[config.mk]
export PLATFORM = sky130hd
export DESIGN_NAME = sdspi_arbiter_flat
export DESIGN_NICKNAME = d
export VERILOG_FILES = /design/src/rtl/sdspi_arb_pkg.sv /design/src/rtl/sdspi_arbiter_if.sv /design/src/rtl/sdspi_arbiter_rr_arbiter.sv /design/src/rtl/sdspi_arbiter.sv /design/src/flat_wrapper.sv
export SDC_FILE = /design/constraint.sdc
export NUM_CORES = 1
export LEC_CHECK = 0
export ABC_AREA = 1
export CORE_AREA = 2 2 131 95
export DETAILED_ROUTE_END_ITERATION = 12
export DIE_AREA = 0 0 133 97
export GPL_TIMING_DRIVEN = 0
export PLACE_DENSITY = 0.57
export RECOVER_POWER = 50
export SYNTH_ARGS = -nofsm -noshare
export SYNTH_HDL_FRONTEND = slang
export SYNTH_SLANG_ARGS = --single-unit
[constraint.sdc]
create_clock -name clk -period 2.39 [get_ports clk]
set_input_delay 0.478 -clock clk [delete_from_list [all_inputs] [get_ports clk]]
set_output_delay 0.478 -clock clk [all_outputs]
set_load 0.005 [all_outputs]
[src/rtl/sdspi_arb_pkg.sv]
// Shared types and helpers for the sdspihost arbiter.
package sdspi_arb_pkg;

  typedef enum logic [2:0] {
    StInit    = 3'd0,
    StIdle    = 3'd1,
    StGrant   = 3'd2,
    StDrain   = 3'd3,
    StRecover = 3'd4
  } state_t;

  localparam int unsigned INIT_SETTLE = 2;

  // First set bit strictly after ptr, wrapping within n requesters (n <= 4).
  function automatic int unsigned rr_pick(input logic [3:0] req, input int unsigned ptr,
                                          input int unsigned n);
    logic [1:0] idx;
    rr_pick = ptr;
    for (int unsigned i = 4; i >= 1; i--) begin
      if (i <= n) begin
        idx = 2'((ptr + i) % n);
        if (req[idx]) rr_pick = 32'(idx);
      end
    end
  endfunction

endpackage

[src/rtl/sdspi_arbiter_if.sv]
// Host-side bus between the arbiter (master) and the sdspihost controller (slave).
interface sdspi_arbiter_if;
  logic        host_rst;
  logic        host_r_block;
  logic        host_r_multi_block;
  logic        host_r_byte;
  logic        host_w_block;
  logic        host_w_byte;
  logic [31:0] host_block_addr;
  logic [7:0]  host_data_in;
  logic        host_busy;
  logic        host_err;
  logic        host_crc_err;
  logic [7:0]  host_data_out;

  modport master (
    output host_rst, host_r_block, host_r_multi_block, host_r_byte, host_w_block, host_w_byte,
    output host_block_addr, host_data_in,
    input  host_busy, host_err, host_crc_err, host_data_out
  );

  modport slave (
    input  host_rst, host_r_block, host_r_multi_block, host_r_byte, host_w_block, host_w_byte,
    input  host_block_addr, host_data_in,
    output host_busy, host_err, host_crc_err, host_data_out
  );
endinterface

[src/rtl/sdspi_arbiter_rr_arbiter.sv]
// Round-robin picker: combinational one-hot winner plus a registered last-winner pointer.
module rr_arbiter
  import sdspi_arb_pkg::*;
#(
  parameter int unsigned N_REQ = 2
) (
  input  logic             clk_i,
  input  logic             rst_i,
  input  logic [N_REQ-1:0] req_i,
  input  logic             take_i,
  output logic [N_REQ-1:0] pick_o
);

  logic [1:0] ptr_q, ptr_d, win;

  always_comb begin
    win    = 2'(rr_pick(4'(req_i), 32'(ptr_q), N_REQ));
    pick_o = {{(N_REQ-1){1'b0}}, 1'b1} << win;
    ptr_d  = take_i ? win : ptr_q;
  end

  always_ff @(posedge clk_i) begin
    if (rst_i) ptr_q <= 2'(N_REQ - 1);
    else       ptr_q <= ptr_d;
  end

endmodule

[src/rtl/sdspi_arbiter.sv]
// Shares one sdspihost controller between N_REQ requesters: bring-up, round-robin grant,
// datapath mux and a busy watchdog that resets the host when a transaction hangs.
module sdspi_arbiter
  import sdspi_arb_pkg::*;
#(
  parameter int unsigned N_REQ      = 2,
  parameter int unsigned TIMEOUT_W  = 24,
  parameter int unsigned RST_CYCLES = 4
) (
  input  logic                 clk,
  input  logic                 rst,
  input  logic [N_REQ-1:0]     req,
  output logic [N_REQ-1:0]     gnt,
  input  logic [N_REQ-1:0]     req_r_block,
  input  logic [N_REQ-1:0]     req_r_multi_block,
  input  logic [N_REQ-1:0]     req_r_byte,
  input  logic [N_REQ-1:0]     req_w_block,
  input  logic [N_REQ-1:0]     req_w_byte,
  input  logic [32*N_REQ-1:0]  req_block_addr,
  input  logic [8*N_REQ-1:0]   req_data_in,
  output logic [N_REQ-1:0]     req_busy,
  output logic [7:0]           req_data_out,
  output logic [N_REQ-1:0]     req_err,
  output logic [N_REQ-1:0]     req_crc_err,
  sdspi_arbiter_if.master      host,
  output logic                 init_err,
  output logic                 timeout,
  output logic [2:0]           state_dbg
);

  state_t               state_q, state_d;
  logic [N_REQ-1:0]     gnt_q, gnt_d, pick;
  logic                 host_rst_q, host_rst_d;
  logic                 init_err_q, init_err_d, timeout_q, timeout_d;
  logic [7:0]           cnt_q, cnt_d;
  logic [TIMEOUT_W-1:0] wd_q, wd_d;
  logic                 take, wd_fire, settled;
  logic [31:0]          addr_mux;
  logic [7:0]           din_mux;

  rr_arbiter #(.N_REQ(N_REQ)) u_rr (
    .clk_i  (clk),
    .rst_i  (rst),
    .req_i  (req),
    .take_i (take),
    .pick_o (pick)
  );

  always_ff @(posedge clk) begin
    if (rst) begin
      state_q    <= StInit;
      gnt_q      <= '0;
      host_rst_q <= 1'b1;
      init_err_q <= 1'b0;
      timeout_q  <= 1'b0;
      cnt_q      <= '0;
      wd_q       <= '0;
    end else begin
      state_q    <= state_d;
      gnt_q      <= gnt_d;
      host_rst_q <= host_rst_d;
      init_err_q <= init_err_d;
      timeout_q  <= timeout_d;
      cnt_q      <= cnt_d;
      wd_q       <= wd_d;
    end
  end

  always_comb begin
    state_d    = state_q;
    gnt_d      = gnt_q;
    init_err_d = init_err_q;
    timeout_d  = timeout_q;
    cnt_d      = cnt_q;
    wd_d       = '0;
    take       = 1'b0;
    wd_fire    = 1'b0;
    // cnt_q doubles as the post-reset settle counter (INIT) and the reset-hold counter (RECOVER).
    settled    = !host_rst_q && (cnt_q == 8'(INIT_SETTLE));

    if ((state_q == StGrant || state_q == StDrain) && host.host_busy) begin
      wd_d    = wd_q + TIMEOUT_W'(1);
      wd_fire = &wd_d;
    end

    unique case (state_q)
      StInit: begin
        if (host_rst_q)   cnt_d = '0;
        else if (!settled) cnt_d = cnt_q + 8'd1;
        else if (!host.host_busy || host.host_err) begin
          state_d = StIdle;
          cnt_d   = '0;
          if (host.host_err) init_err_d = 1'b1;
        end
      end
      StIdle: begin
        if (|req) begin
          take    = 1'b1;
          gnt_d   = pick;
          state_d = StGrant;
        end
      end
      StGrant: begin
        if (!(|(req & gnt_q))) begin
          gnt_d   = '0;
          state_d = StDrain;
        end
      end
      StDrain: begin
        if (!host.host_busy) state_d = StIdle;
      end
      StRecover: begin
        if (cnt_q == 8'(RST_CYCLES - 1)) begin
          state_d = StInit;
          cnt_d   = '0;
        end else begin
          cnt_d = cnt_q + 8'd1;
        end
      end
      default: state_d = StInit;
    endcase

    if (wd_fire) begin
      timeout_d = 1'b1;
      gnt_d     = '0;
      state_d   = StRecover;
      cnt_d     = '0;
      wd_d      = '0;
    end

    host_rst_d = (state_d == StRecover);
  end

  // gnt_q is non-zero only in GRANT, so it alone gates the datapath.
  always_comb begin
    addr_mux = '0;
    din_mux  = '0;
    for (int unsigned i = 0; i < N_REQ; i++) begin
      if (gnt_q[i]) begin
        addr_mux = addr_mux | req_block_addr[32*i +: 32];
        din_mux  = din_mux | req_data_in[8*i +: 8];
      end
    end
    req_busy    = ~gnt_q | {N_REQ{host.host_busy}};
    req_err     = gnt_q & {N_REQ{host.host_err}};
    req_crc_err = gnt_q & {N_REQ{host.host_crc_err}};
  end

  assign host.host_rst           = host_rst_q;
  assign host.host_r_block       = |(gnt_q & req_r_block);
  assign host.host_r_multi_block = |(gnt_q & req_r_multi_block);
  assign host.host_r_byte        = |(gnt_q & req_r_byte);
  assign host.host_w_block       = |(gnt_q & req_w_block);
  assign host.host_w_byte        = |(gnt_q & req_w_byte);
  assign host.host_block_addr    = addr_mux;
  assign host.host_data_in       = din_mux;
  assign req_data_out            = host.host_data_out;
  assign gnt                     = gnt_q;
  assign init_err                = init_err_q;
  assign timeout                 = timeout_q;
  assign state_dbg               = state_q;

endmodule

[src/flat_wrapper.sv]
// flat-port wrapper written by rule: the top's interface ports become plain ports
module sdspi_arbiter_flat import sdspi_arb_pkg::*;
#(
  parameter int unsigned N_REQ      = 2,
  parameter int unsigned TIMEOUT_W  = 24,
  parameter int unsigned RST_CYCLES = 4
)
  (clk, rst, req, gnt, req_r_block, req_r_multi_block, req_r_byte, req_w_block, req_w_byte, req_block_addr, req_data_in, req_busy, req_data_out, req_err, req_crc_err, init_err, timeout, state_dbg, host_host_rst, host_host_r_block, host_host_r_multi_block, host_host_r_byte, host_host_w_block, host_host_w_byte, host_host_block_addr, host_host_data_in, host_host_busy, host_host_err, host_host_crc_err, host_host_data_out);
  sdspi_arbiter_if host_i ();
  input  logic clk;
  input  logic rst;
  input  logic [N_REQ-1:0] req;
  output logic [N_REQ-1:0] gnt;
  input  logic [N_REQ-1:0] req_r_block;
  input  logic [N_REQ-1:0] req_r_multi_block;
  input  logic [N_REQ-1:0] req_r_byte;
  input  logic [N_REQ-1:0] req_w_block;
  input  logic [N_REQ-1:0] req_w_byte;
  input  logic [32*N_REQ-1:0] req_block_addr;
  input  logic [8*N_REQ-1:0] req_data_in;
  output logic [N_REQ-1:0] req_busy;
  output logic [7:0] req_data_out;
  output logic [N_REQ-1:0] req_err;
  output logic [N_REQ-1:0] req_crc_err;
  output logic init_err;
  output logic timeout;
  output logic [2:0] state_dbg;
  output wire logic [$bits(host_i.host_rst)-1:0] host_host_rst;
  output wire logic [$bits(host_i.host_r_block)-1:0] host_host_r_block;
  output wire logic [$bits(host_i.host_r_multi_block)-1:0] host_host_r_multi_block;
  output wire logic [$bits(host_i.host_r_byte)-1:0] host_host_r_byte;
  output wire logic [$bits(host_i.host_w_block)-1:0] host_host_w_block;
  output wire logic [$bits(host_i.host_w_byte)-1:0] host_host_w_byte;
  output wire logic [$bits(host_i.host_block_addr)-1:0] host_host_block_addr;
  output wire logic [$bits(host_i.host_data_in)-1:0] host_host_data_in;
  input wire logic [$bits(host_i.host_busy)-1:0] host_host_busy;
  input wire logic [$bits(host_i.host_err)-1:0] host_host_err;
  input wire logic [$bits(host_i.host_crc_err)-1:0] host_host_crc_err;
  input wire logic [$bits(host_i.host_data_out)-1:0] host_host_data_out;
  assign host_host_rst = host_i.host_rst;
  assign host_host_r_block = host_i.host_r_block;
  assign host_host_r_multi_block = host_i.host_r_multi_block;
  assign host_host_r_byte = host_i.host_r_byte;
  assign host_host_w_block = host_i.host_w_block;
  assign host_host_w_byte = host_i.host_w_byte;
  assign host_host_block_addr = host_i.host_block_addr;
  assign host_host_data_in = host_i.host_data_in;
  assign host_i.host_busy = host_host_busy;
  assign host_i.host_err = host_host_err;
  assign host_i.host_crc_err = host_host_crc_err;
  assign host_i.host_data_out = host_host_data_out;
  sdspi_arbiter #(.N_REQ(N_REQ), .TIMEOUT_W(TIMEOUT_W), .RST_CYCLES(RST_CYCLES)) u_core (.clk(clk), .rst(rst), .req(req), .gnt(gnt), .req_r_block(req_r_block), .req_r_multi_block(req_r_multi_block), .req_r_byte(req_r_byte), .req_w_block(req_w_block), .req_w_byte(req_w_byte), .req_block_addr(req_block_addr), .req_data_in(req_data_in), .req_busy(req_busy), .req_data_out(req_data_out), .req_err(req_err), .req_crc_err(req_crc_err), .host(host_i), .init_err(init_err), .timeout(timeout), .state_dbg(state_dbg));
endmodule
# ---- After elaboration in Yosys (flattened, before gate mapping)
# Index checks and enable logic that the tools add are counted.
dict set report op_classes {
  mux 30
  shift 1
  eq_ne 10
  order_cmp 2
  reduce_logical 22
  addsub 4
  n_bitwise 14
}
# operator count
set op_table {}
lappend op_table {{32-bit 2-to-1 mux} 2}
lappend op_table {{8-bit 2-to-1 mux} 6}
lappend op_table {{32-bit OR} 1}
lappend op_table {{24-bit by 1-bit adder with 24-bit output, second input constant} 1}
lappend op_table {{3-bit 2-to-1 mux} 8}
lappend op_table {{24-bit AND reduction} 1}
lappend op_table {{2-bit AND} 8}
lappend op_table {{8-bit by 2-bit equality test with 1-bit output, second input constant} 2}
lappend op_table {{8-bit case mux with 2 select lines} 1}
lappend op_table {{2-bit OR reduction} 8}
lappend op_table {{3-bit case mux with 5 select lines} 1}
lappend op_table {{8-bit by 1-bit adder with 8-bit output, second input constant} 1}
lappend op_table {{2-bit 2-to-1 mux} 4}
lappend op_table {{8-bit OR} 1}
lappend op_table {{1-bit 2-to-1 mux} 7}
lappend op_table {{3-bit by 2-bit equality test with 1-bit output, second input constant} 2}
lappend op_table {{3-bit equality test, second input constant} 2}
lappend op_table {{1-bit by 3-bit < comparator with 1-bit output, second input constant} 2}
lappend op_table {{5-bit AND reduction} 1}
lappend op_table {{4-bit by 3-bit inequality test with 1-bit output, second input constant} 1}
lappend op_table {{2-bit case mux with 2 select lines} 1}
lappend op_table {{2-bit nonzero test} 2}
lappend op_table {{3-bit by 1-bit equality test with 1-bit output, second input constant} 1}
lappend op_table {{3-bit zero test} 1}
lappend op_table {{other kinds (13)} 18}
dict set report totals {
  in_bits 105
  output_inout_bits 67
  wordCells 91
  ff_bits 42
}

# ---- Longest topological paths before layout
# Gate-level depths: netlist of run 1.
dict set report logic_depth {
  word_depth 8
  depth_mapped 15
  depth_no_buf 14
}

# ---- Hierarchy
# A second synthesis of run 1 with hierarchy kept.
dict set report hier_totals {
  hier_cells 460
  hier_area_um2 2956.6
}
# mod area_each_um2 cells_each seq_area_each_um2 instances
set modules_own_cells {}
lappend modules_own_cells {sdspi_arbiter 2846.5 443 800.8 1}
lappend modules_own_cells {rr_arbiter 110.1 17 40.0 1}

# ---- Worst setup path after synthesis of run 1
# No wires, ideal clock.
dict set report synth_timing {
  kind {register to register}
  start {reg u_core.wd_q[1]}
  end {reg u_core.wd_q[10]}
  path_stages_with_launch 16
  n_path_buf 1
  setup_slack_ns 0.515
  t_arrival_ns 1.753
  setup_ns 0.122
  required_time_ns 2.268
  period_less_slack_ns 1.875
  cell_sequence {dfxtp_1 > ha_1 > nand2_1 > nor2_2 > nand2_2 > nor2_2 > nand2_1 > nand2_1 > nand2_1 > nor2_1 > nand2_1 > nor2_2 > nand2_2 > nand3_4 > buf_8 > nor2_2}
}
dict set report synth_between {
  elab_chain_cells 4
}
# item line
set synth_lines {}
lappend synth_lines {{start, declared} sdspi_arbiter.sv:36} ;# logic [TIMEOUT_W-1:0] wd_q, wd_d;
lappend synth_lines {{start signal, assigned} sdspi_arbiter.sv:65} ;# wd_q <= wd_d;
lappend synth_lines {{24-bit by 1-bit adder with 24-bit output *} sdspi_arbiter.sv:82} ;# wd_d = wd_q + TIMEOUT_W'(1);
lappend synth_lines {{24-bit AND reduction} sdspi_arbiter.sv:83} ;# wd_fire = &wd_d;
lappend synth_lines {{1-bit 2-to-1 mux} sdspi_arbiter.sv:81} ;# if ((state_q == StGrant || state_q == StDrain) && host.host_busy) begin
lappend synth_lines {{3-bit OR reduction (no source line)} -}
# Every way passes the cells marked *; elsewhere a longest branch is shown, timed or not.
# A chain may end at the register's enable or synchronous reset.

# ---- Worst setup path after layout of run 1
dict set report layout_timing {
  start {reg u_core.gnt_q[1], in the netlist u_core.gnt[1]}
  end {out host_host_block_addr[4]}
}
dict set report layout_between {
  elab_chain_cells 1
}
# item line
set layout_lines {}
lappend layout_lines {{start, declared} sdspi_arbiter.sv:32} ;# logic [N_REQ-1:0] gnt_q, gnt_d, pick;
lappend layout_lines {{start signal, assigned} sdspi_arbiter.sv:60} ;# gnt_q <= gnt_d;
lappend layout_lines {{32-bit 2-to-1 mux} sdspi_arbiter.sv:139} ;# if (gnt_q[i]) begin
lappend layout_lines {{end, declared} flat_wrapper.sv:34} ;# output wire logic [$bits(host_i.host_block_addr)-1:0] host_host_block_addr;
# Every way passes these cells.

==> results of run 1 <==
[per-stage QoR]
| step | area, um^2 | setup slack, ns | TNS (ns) |
|---|---|---|---|
| finish | 4940 | 0.1142 | 0 |
| global route | 4940 | 0.0008447 | 0 |
| CTS | 4873 | 0.03787 | 0 |
| detailed placement | 4695 | -0.2846 | -9.816 |
| floorplan | 2867 | 0.5149 | 0 |
| global placement | 4695 | -0.3038 | -10.53 |
[critical path: stages, from the launching register on]
cell             delay (ns)
dfxtp_2                0.39
buf_1                  0.36
a22o_1                 0.22
clkdlybuf4s50_1        0.54
[cell usage after synthesis, drive strengths merged]
| library cell | instances | area (um^2) |
|---|---|---|
| a211oi | 4 | 30.03 |
| a21oi | 6 | 30.03 |
| a221oi | 1 | 8.760 |
| a22o | 45 | 394.1 |
| a22oi | 1 | 7.510 |
| a31oi | 1 | 6.260 |
| and2 | 1 | 6.260 |
| buf | 13 | 105.1 |
| clkbuf | 11 | 41.29 |
| dfxtp | 41 | 820.8 |
| ha | 4 | 50.05 |
| inv | 53 | 198.9 |
| nand2 | 106 | 407.9 |
| nand3 | 26 | 142.6 |
| nand4 | 7 | 43.79 |
| nor2 | 90 | 400.4 |
| nor3 | 4 | 20.02 |
| o211ai | 1 | 7.510 |
| o21ai | 7 | 35.03 |
| o21bai | 3 | 22.52 |
| o22ai | 1 | 6.260 |
| o31ai | 3 | 22.52 |
| or2 | 1 | 6.260 |
| xnor2 | 2 | 17.52 |
| xor2 | 4 | 35.03 |
[layout make-up]
type	instances	area, um^2	share of cell area (%)
multi-input cells	318	1735	35.13
repair buffers	167	1662	33.64
flip-flops and latches	41	825.8	16.72
inverters	53	198.9	4.027
well taps	157	196.4	3.977
plain buffers	22	148.9	3.014
clock buffers	7	142.6	2.888
clock inverters	1	30.03	0.6079
[logic make-up after synthesis]
family,count (synthesis),synth area share [%]
compound gates,73,19.90
fa+ha+maj,4,1.746
xor+xnor,6,1.833
buf+inv,77,12.05
flops,41,28.63
simple gates,235,35.84
[repair_timing]
action,CTS,global route
endpoints found under the setup margin,52,57
cloned,0,0
buffers inserted,0,4
hold buffers,0,0
resized for setup,8,12
pin swaps,0,3
[metal layers]
layer  part of all wire (%)  GRT usage, %
met5                      0             0
met1                     46         21.38
met4                   0.38         2.233
met3                    7.0         3.774
met2                     47         26.39
[power by group]
group / switching, mW / internal (mW) / leakage (nW)
Combinational: 0.0900 / 0.211 / 1.44
Sequential: 0.00734 / 0.689 / 0.333
Clock: 0.277 / 0.522 / 0.0841
Total: 0.374 / 1.42 / 1.86
[state kept, by name (all words and copies together) (netlist names)]
signal / flops
u_core.wd_q: 24
u_core.cnt_q: 8
u_core.state_dbg: 3
u_core.gnt: 2
u_core.host.host_rst: 1
u_core.init_err: 1
u_core.timeout: 1
u_core.u_rr.ptr_q: 1
[worst paths after layout]
path / start / endpoint / cells after the start
setup reg to reg: u_core.wd_q[2] / u_core.wd_q[10] / 14
hold reg to reg: u_core.wd_q[0] / u_core.wd_q[0] / 1
hold / removal: u_core.wd_q[0] / u_core.wd_q[0] / 1
setup / recovery: u_core.gnt[1] / host_host_block_addr[4] / 3
==> summary.md, run 1 <==
| Metric | Value |
|---|---|
| Post-synth cell types | 33 |
| N_diodes | 0 |
| Worst-Skew Late Latency | 0.28 ns |
| Seq/Total Area, Yosys | 28.63% |
| Clock Sink Count | 41 |
| Final Hold Fails | 0 |
| All-layer global routing usage | 15.88% |
| Vias in the first global route | 3215 |
| Run status | finished clean |
| Placed cell count | 756 |
| Initial antenna violation count | 0 |
| Setup-failing EPs final | 0 |
| Total number of vias | 3405 |
| Worst-path fanout max | 10 |
| DR iter-0 viols | 204 |
| H-tree Lvls | 2 |
| Most frequent cells in the layout | clkdlybuf4s50_1 (139), nand2_1 (102), nor2_1 (70), inv_1 (52), a22o_1 (45) |
| Post-Syn Nets | 545 |
| IO buf count | 163 |
| Placed wire-length estimate | 8.726 mm |
| DR DRC count | 0 |
| Ys Warns | 0 |
| CTS tree | yes |
| Mapped Cells | 436 |
| Root Buffer | clkbuf_16 |
| Die Ht | 97 um |
| Most common cell after layout, fill and taps aside | clkdlybuf4s50_1 |
| Syn_area_per_cell | 6.575 um^2 |
| Core ar. | 0.01152 mm^2 |
| Die X | 133 um |
| Final cell count without fillers | 766 |
| CP Capture Type | output pin |
| Rows | 33 |
| Antenna viol nets, final | 0 |
| Total grt overflow | 0 |
| Critical path class | flop to output pin |
| Mapped cell area | 0.002866 mm^2 |
| Highest clock rate | 439.4 MHz |
| Power Total | 1.796 mW |
| Arrival @ worst endpoint | 1.80 ns |
| # Max-Cap Violations | 0 |
| Leakage | 1.860 nW |
| CP Launch Type | flop |
| Total detailed-routing wirelength | 10.50 mm |
| Pwr dens | 363.6 mW/mm^2 |
| Flop2flop setup slack | 0.19 ns |
| Slew Viols, Final | 0 |
| Slew HR | 65.06% |
| Starting density of the core | 24.88% |
| Clock Path Buffers | 2 |
| CTS Buf Count | 5 |
| Layout Utilization | 42.88% |
| Min Hold Slack | 0.4361 ns |
| Area grow syn2layout | 72.33% |
| VDD IR max | 0.2651 mV |
| RSZ-0062 raised after global routing | false |
| DRT Pass-1 Iters | 4 |
| #FFs+latches synth | 41 |
| Skew final | 0.003948 ns |
| Final net count | 717 |
| Worst Path Required | 1.91 ns |
| Fin crit period | 2.276 ns |
| Type of the most critical hold path | flop to flop |
| RePlAce Congestion | 0.8399 |
| Ports | 172 |
| Reg clk slew, reported paths | 0.06 ns |
| Vias per std cell | 4.445 |
| Period Utilization, post-route | 95.22% |
| First-pass GRT wire length | 16.59 mm |
| Largest net degree at the start of global routing | 13 |
| Fillers | 1173 |
| Worst Tran Pin Value | 0.5196 ns |
| DIE AREA | 0.01290 mm^2 |
| WL/cell | 13.71 um |
| Share of cells above drive strength 1 | 9.524% |
Note: power is estimated with default switching activity, not from simulation.
==> run 2, diff against run 1 <==
--- a/config.mk
+++ b/config.mk
@@ -5,7 +5,6 @@
 export SDC_FILE = /design/constraint.sdc
 export NUM_CORES = 1
 export LEC_CHECK = 0
-export ABC_AREA = 1
 export CORE_AREA = 2 2 131 95
 export DETAILED_ROUTE_END_ITERATION = 12
 export DIE_AREA = 0 0 133 97
==> run 2 against run 1 <==
The flow now finishes with violations (setup timing). Synthesized cell count is 23% lower. Worst setup slack got worse by 0.20 ns. Die area did not move. Flip-flop and latch count is the same. Utilization up 3.4 points. Global-route usage rose by 1.3 points. Clock skew about the same. Synthesized area is 0.83% lower. Combinational power shrank 6.6%. Critical path depth is 6 higher. Sequential share of layout area fell by 1.1 points. Critical path type is now flop to flop. Critical endpoint is now u_core.wd_q[19]. Largest cell class unchanged.
==> summary.md, run 2 <==
| Metric | Value |
|---|---|
| Most common library cells after synthesis | a22o_1 (46), dfxtp_1 (41), nor2_1 (22) |
| Worst Path Required | 2.54 ns |
| Post-synth cell types | 51 |
| Root Buffer | clkbuf_16 |
| Highest clock rate | 404.1 MHz |
| Vias per std cell | 4.890 |
| Failing checks | setup timing |
| Most instantiated library cell after synthesis | a22o_1 |
| #FFs+latches synth | 41 |
| Worst Tran Pin Value | 0.7837 ns |
| DP Worst Slack | -0.7064 ns |
| DR iter-0 viols | 196 |
| Reg clk slew, reported paths | 0.06 ns |
| Slew HR | 47.76% |
| RSZ-0062 raised after global routing | true |
| # Max-Cap Violations | 0 |
| Rows | 33 |
| Setup TNS | -2.288 ns |
| H-tree Lvls | 2 |
| Worst-path fanout max | 8 |
| Setup-failing EPs final | 38 |
| Async set-reset flop share out of synthesis | 0% |
| DR DRC count | 0 |
| Leading area contributor after synthesis | dfxtp_1 |
| Largest net degree at the start of global routing | 13 |
| Most frequent cells in the layout | clkdlybuf4s50_1 (132), a22o_1 (46), dfxtp_1 (34), dlygate4sd3_1 (31), buf_4 (24) |
| Vias in the first global route | 3378 |
| CTS Buf Count | 5 |
| Total detailed-routing wirelength | 11.26 mm |
| DIE AREA | 0.01290 mm^2 |
| Mapped Cells | 337 |
| Worst-Skew Late Latency | 0.28 ns |
| CTS tree | yes |
| Period Utilization, post-route | 103.5% |
| Critical path class | flop to flop |
| Mapped cell area | 0.002843 mm^2 |
| Final Hold Fails | 0 |
| CP Capture Type | flop |
| Final net count | 633 |
| Ports | 172 |
| Fin crit period | 2.475 ns |
| Total grt overflow | 0 |
| Type of the most critical hold path | flop to flop |
| Syn_area_per_cell | 8.435 um^2 |
| CTS Hold Bufs | 0 |
| Die X | 133 um |
| Synth top area share | 28.87% |
| Ys Warns | 0 |
| Clock Sink Count | 41 |
| Slew Viols, Final | 0 |
| All-layer global routing usage | 17.20% |
| First-pass GRT wire length | 17.93 mm |
| Largest reg by FF count | u_core.wd_q |
| Total number of vias | 3335 |
| Initial antenna violation count | 0 |
| Skew final | 0.004224 ns |
| EDFF count, synth | 0 |
| Core ar. | 0.01152 mm^2 |
| WL/cell | 16.52 um |
| IO buf count | 163 |
| Run status | complete, but fails checks |
| Largest register FFs | 24 |
| Starting density of the core | 24.68% |
| Share of cells above drive strength 1 | 20.57% |
| Arrival @ worst endpoint | 2.62 ns |
| DRT Pass-1 Iters | 5 |
| VDD IR max | 0.3005 mV |
| Clock Path Buffers | 2 |
| Post-Syn Nets | 446 |
| Area contributors post-synth | dfxtp_1 (29%), a22o_1 (14%), nor3_2 (4.9%) |
| Seq/Total Area, Yosys | 28.87% |
| Area grow syn2layout | 87.72% |
| RePlAce Congestion | 0.8014 |
| Placed wire-length estimate | 8.818 mm |
| Most frequently used flop master after synthesis | dfxtp_1 |
| CP Launch Type | flop |
| Final worst slack | -0.08483 ns |
| Antenna viol nets, final | 0 |
| Pwr dens | 331.1 mW/mm^2 |
| Die Ht | 97 um |
| Leakage | 1.947 nW |
| Most common cell after layout, fill and taps aside | clkdlybuf4s50_1 |
| N_diodes | 0 |
## run 2: final timing paths
| kind | start | end | slack [ns] | depth (start not counted) |
|---|---|---|---|---|
| max | u_core.wd_q[8] | u_core.wd_q[19] | -0.08 | 9 |
| min | u_core.timeout | u_core.timeout | 0.47 | 1 |
| max reg2reg | u_core.wd_q[8] | u_core.wd_q[19] | -0.08 | 9 |
| min reg2reg | u_core.timeout | u_core.timeout | 0.47 | 1 |
## run 2: layer usage
metal | GRT usage, % | up-vias | part of all wire [%]
li1 | - | 1632 | -
met1 | 23.91 | 1593 | 46
met2 | 27.38 | 100 | 47
met3 | 3.721 | 10 | 5.3
met4 | 3.557 | 0 | 1.1
met5 | 0 | - | 0
## run 2: power by group
| group | internal (mW) | switching [mW] | total [mW] | leakage, nW |
|---|---|---|---|---|
| sequential | 0.687 | 0.00584 | 0.692 | 0.335 |
| clock | 0.522 | 0.271 | 0.793 | 0.0841 |
| combinational | 0.199 | 0.0829 | 0.281 | 1.53 |
## run 2: area by class of cell
class / count / area [um^2]
Inverter: 13 / 48.80
Buffer: 28 / 241.5
Clock inverter: 1 / 30.03
Fill cell: 1059 / 6183
Tap cell: 157 / 196.4
Multi-Input combinational cell: 252 / 2003
Timing Repair Buffer: 183 / 1839
Sequential cell: 41 / 834.6
Clock buffer: 7 / 142.6
## run 2: stage by stage
step	util, %	cell area, um^2	cells	power, mW	hold WS, ns
2_1_floorplan	-	2928	337	0.7733	0.4604
3_3_place_gp	41.28	4756	657	0.9882	0.4517
3_5_place_dp	41.28	4756	657	0.9928	0.4646
4_1_cts	45.17	5204	675	1.785	0.4786
5_1_grt	46.32	5336	682	1.840	0.5131
6_report	46.32	5336	682	1.767	0.4695
## run 2: cells by family (layout without fill, tap and decap cells)
family                     count (synthesis)  count (layout)  share of synthesized area [%]
and+or+nand+nor                          140             140                          30.28
AOI/OAI and AO/OA                         86              86                          24.38
buffers and inverters                     44             232                          7.835
DFF                                       41              41                          28.87
xor gates and xnor gates                  21              21                          6.470
adders and majority gates                  4               4                          1.761
muxes                                      1               1                         0.3961
## run 2: repair_timing
action	in CTS	in global routing
endpoints found under the setup margin	89	69
buffers inserted	11	7
gates resized for setup	40	21
pin swaps	13	16
gates cloned	1	1
## run 2: critical path, cell delays in order, from the launching register on
cell       delay (ns)
dfxtp_1          0.33
buf_6            0.14
nand2_2          0.09
or4_4            0.56
nor4_4           0.37
o22ai_4          0.16
nor4_4           0.24
buf_6            0.22
clkbuf_16        0.18
nor3_2           0.04
